<file path="config.mk">
export PLATFORM = sky130hd
export DESIGN_NAME = printer_buffer
export DESIGN_NICKNAME = d
export VERILOG_FILES = /design/src/rtl/printer_buffer.sv
export SDC_FILE = /design/constraint.sdc
export NUM_CORES = 1
export LEC_CHECK = 0
export ABC_AREA = 1
export BUFFER_PORTS_ARGS = -buffer_cell sky130_fd_sc_hd__buf_2
export CAP_MARGIN = 20
export CORE_ASPECT_RATIO = 1.5
export CORE_UTILIZATION = 58
export CTS_BUF_LIST = sky130_fd_sc_hd__clkbuf_16
export DETAILED_ROUTE_END_ITERATION = 7
export PLACE_DENSITY_LB_ADDON = 0.3
export SYNTH_ARGS = -nofsm -noshare
export SYNTH_HDL_FRONTEND = slang
export SYNTH_SLANG_ARGS = --single-unit
</file>
<file path="constraint.sdc">
create_clock -name CLK -period 2.5 [get_ports CLK]
set_clock_uncertainty 0.15 [all_clocks]
set_input_delay 0 -clock CLK [delete_from_list [all_inputs] [get_ports CLK]]
set_output_delay 0 -clock CLK [all_outputs]
set_load 0.02 [all_outputs]
</file>
<file path="src/rtl/printer_buffer.sv">
// Buffered printer: latches PD/TR handshakes into a small FIFO and drains it at
// PRINT_CYCLES per byte. Optional sticky overrun flag OVR with `PRINTER_OVERRUN_EN.
module printer_buffer #(
  parameter int DEPTH        = 4,
  parameter int PRINT_CYCLES = 13
) (
  input  logic                     CLK,
  input  logic                     RST,
  input  logic                     TR,
  input  logic [7:0]               PD,
  output logic                     RDY,
  output logic [7:0]               data,
  output logic                     data_valid,
  output logic [$clog2(DEPTH):0]   count
`ifdef PRINTER_OVERRUN_EN
  ,
  output logic                     OVR
`endif
);

  localparam int AW = $clog2(DEPTH);
  localparam int CW = AW + 1;
  localparam int PW = $clog2(PRINT_CYCLES + 1);

  typedef enum logic [1:0] {R_IDLE, R_WAIT, R_FULL} rstate_t;
  typedef enum logic {P_IDLE, P_PRINT} pstate_t;

  rstate_t        r_rstate, w_rnext;
  pstate_t        r_pstate, w_pnext;
  logic [7:0]     r_mem [DEPTH];
  logic [AW-1:0]  r_wptr, r_rptr;
  logic [CW-1:0]  r_count, w_count_nxt;
  logic [PW-1:0]  r_pcnt;
  logic [7:0]     r_preg, r_data;
  logic           r_rdy, r_dv;
  logic           w_push, w_pop, w_done;

  // A push is only ever taken on the R_IDLE->R_WAIT edge; R_IDLE implies free space.
  assign w_push      = (r_rstate == R_IDLE) && TR;
  assign w_pop       = (r_pstate == P_IDLE) && (r_count != '0);
  assign w_count_nxt = r_count + CW'(w_push) - CW'(w_pop);

  always_comb begin
    w_rnext = r_rstate;
    case (r_rstate)
      R_IDLE:  if (TR) w_rnext = R_WAIT;
      R_WAIT:  if (!TR) w_rnext = (w_count_nxt < CW'(DEPTH)) ? R_IDLE : R_FULL;
      R_FULL:  if (w_pop) w_rnext = R_IDLE;
      default: w_rnext = R_IDLE;
    endcase
  end

  always_comb begin
    w_pnext = r_pstate;
    w_done  = 1'b0;
    case (r_pstate)
      P_IDLE:  if (w_pop) w_pnext = P_PRINT;
      P_PRINT: begin
        if (r_pcnt == '0) begin
          w_done  = 1'b1;
          w_pnext = P_IDLE;
        end
      end
      default: w_pnext = P_IDLE;
    endcase
  end

  always_ff @(posedge CLK) begin
    if (RST) begin
      r_rstate <= R_IDLE;
      r_pstate <= P_IDLE;
      r_rdy    <= 1'b1;
      r_wptr   <= '0;
      r_rptr   <= '0;
      r_count  <= '0;
      r_pcnt   <= '0;
      r_data   <= 8'h00;
      r_dv     <= 1'b0;
    end else begin
      r_rstate <= w_rnext;
      r_pstate <= w_pnext;
      r_rdy    <= (w_rnext == R_IDLE);
      r_count  <= w_count_nxt;
      r_dv     <= w_done;
      if (w_push) r_wptr <= r_wptr + AW'(1);
      if (w_pop)  r_rptr <= r_rptr + AW'(1);
      if (w_done) r_data <= r_preg;
      if (w_pop)
        r_pcnt <= PW'(PRINT_CYCLES - 1);
      else if (r_pstate == P_PRINT && r_pcnt != '0)
        r_pcnt <= r_pcnt - PW'(1);
    end
  end

  // Storage needs no reset: pointers and count define what is valid.
  always_ff @(posedge CLK) begin
    if (w_push) r_mem[r_wptr] <= PD;
    if (w_pop)  r_preg <= r_mem[r_rptr];
  end

`ifdef PRINTER_OVERRUN_EN
  logic r_tr_d, r_ovr;

  always_ff @(posedge CLK) begin
    if (RST) begin
      r_tr_d <= 1'b0;
      r_ovr  <= 1'b0;
    end else begin
      r_tr_d <= TR;
      if (r_rstate == R_FULL && TR && !r_tr_d) r_ovr <= 1'b1;
    end
  end

  assign OVR = r_ovr;
`endif

  assign RDY        = r_rdy;
  assign data       = r_data;
  assign data_valid = r_dv;
  assign count      = r_count;

endmodule

</file>
==> summary.txt <==
DR vias: 1726
final hold slack: 276 ps
Initial Util: 60.3%
DR WL/cell: 13.5 um
detailed router's first-iteration violation count: 46
Data arrival, critical path: 2290 ps
# IOs: 24
R2R depth: 14
cells along the critical path: inv_1 > nand3_2 > ha_1 > inv_1 > ha_1 > fa_1 > inv_1 > nand2_1 > nand2_1 > nand2_1 > nand2_1 > nand2_1 > nand3_1 > nand2_1
Slowest cell on crit path: fa_1
number of synthesized register bits: 64
Final Setup Violations: 0
drt first pass iters: 7
WHS Path Cells: 2
unrepaired setup endpoints after global routing: no
DP HPWL: 2.59 mm
Synth Area per Inst: 10.9 sq um
DIE WIDTH: 56.0 um
Leak: 1.26 nW
area delta synth->final: 22.3%
WHS Endpoint: r_mem[3][1]
initial antenna violation count: 0
CTS Sinks: 64
Skew-Pair Late Insertion Delay: 330 ps
Fin Setup TNS: 0 ps
Final nets: 296
GP Congestion: 0.738
Critical Path RT: 2560 ps
commonest non-fill, non-tap cell in the layout: edfxtp_1
largest net degree at the start of global routing: 20
Setup Crit Path Kind: reg -> reg
Worst slew margin: 75.0%
Finished Cell Area: 0.00310 sq mm
delay of the slowest critical-path stage: 380 ps
library cells used by synthesis: 22
Synth Net Count: 252
max-slew violation count: 0
maximum VDD drop: 1040 uV
antenna-violating nets left: 0
IO buf count: 23
Overflow after GRT: 0
reg2reg start: r_rstate[1]
Final min period: 2230 ps
Final period util: 89.2%
die area: 0.00465 sq mm
drt drc: 0
Fmax: 449 MHz
# Post-CTS Setup Buffers: 0
Slew @ Worst Pin: 375 ps
Die H: 83.0 um
Synth Cell Area: 0.00254 sq mm
CTS buffer count: 9
yosys synthesis warning count: 0
max_cap viols: 0
Worst setup EP type: flop
Fin. Hold Viols: 0
r2r endpoint: RDY
Pwr Total: 3.69 mW
placed cell area: 0.00271 sq mm
CTS H-tree lvls: 3
Mapped Cells: 232
hold buffer count at cts: 11
Core ar.: 0.00421 sq mm
status: finished clean
HP Start: PD[1]
Reg clk slew, reported paths: 60 ps
DR vias/cell: 5.28
Primary FF master, synth: edfxtp_1
clk buf depth: 2
CP max FO: 8
root buffer cell: clkbuf_16
GRT Util Overall: 20.8%
diode count: 0
number of synthesized flops with an enable pin: 40
HP Class: in -> reg
TritonCTS clock tree: yes
first-pass GRT wire length: 7.06 mm
CTS resizes: 0
fraction of layout cells with a size suffix above 1: 18.5%
reg-to-reg setup timing slack: 270 ps
vias in the first global route: 1571
commonest non-fill, non-tap cells in the layout: edfxtp_1, inv_1, nor2_1
Rows: 29
CP startpoint kind: flop
final core occ: 73.7%
Cell Pwr Density: 1190 mW/mm^2
drt total wl: 4.41 mm
Synth async-reset ratio: 0%
register area share after synthesis: 66.3%
Crit path top cell by count: nand2_1
where the power goes:
part / internal, mW / switching, mW
Combinational: 0.363 / 0.655
Clock: 0.680 / 0.479
Sequential: 1.40 / 0.115
Total: 2.44 / 1.25
Yosys cell counts (2+ instances only):
cell      count  share of area (%)
inv_2         2               0.30
edfxtp_1     40                 47
buf_2         3               0.59
nand2_1      19                2.8
dfxtp_1      24                 19
ha_1          8                3.9
o22ai_1       8                2.0
clkbuf_1      2               0.30
nand3_1      10                2.0
nand3_2       2               0.79
inv_1        31                4.6
buf_4         2               0.59
o21ai_0      26                5.1
a21oi_1      18                3.6
nor2_1       30                4.4
worst max path at each step:
stage	start	to	slack [ps]	cells past startpoint
2_1_floorplan	count[1]	RDY	150	16
3_3_place_gp	count[1]	RDY	330	16
3_5_place_dp	r_rstate[0]	RDY	270	14
4_1_cts	r_rstate[0]	RDY	250	14
5_1_grt	r_rstate[0]	RDY	90	14
6_report	r_rstate[1]	RDY	270	14
state kept, by name (all words and copies together) (netlist names), 2 cells and up:
name	cells
count	3
data	8
r_mem	32
r_pcnt	4
r_preg	8
r_rptr	2
r_rstate	2
r_wptr	2
through the flow:
step	worst slack, ps	std cells
3_3_place_gp	327	300
4_1_cts	252	327
3_5_place_dp	268	300
2_1_floorplan	153	232
6_report	271	327
5_1_grt	88.8	327
metal layers:
layer / track usage, % / wire length, um / vias to the layer above / share of wire [%]
li1: - / - / 873 / -
met1: 22.1 / 1830 / 799 / 41
met3: 7.01 / 145 / 13 / 3.3
met4: 12.9 / 93 / 0 / 2.1
met5: 0 / 0 / - / 0
met2: 35.0 / 2340 / 41 / 53
kinds of logic after synthesis:
group,synth area share [%]
flops,66.3
compound gates,11.0
buf+inv,6.81
simple gates,10.5
xor+xnor,0.691
fa+ha+maj,4.74
worst max-delay path, delay by kind of cell (launching register included):
| kind | cells | cell delay, ps |
|---|---|---|
| adder cells (fa/ha/maj) | 3 | 880 |
| AND/OR/NAND/NOR | 8 | 570 |
| flip-flops | 1 | 320 |
| buffers and inverters | 3 | 190 |
layout make-up:
cell class	count	area [sq um]
multi-input combinational	127	682
tap	46	57.6
inverter	33	124
sequential	64	1680
clock buffer	9	225
clock inverter	7	55.1
timing repair buffer	41	278
fill	286	1110
No activity file was read; power rests on OpenSTA's default activity.
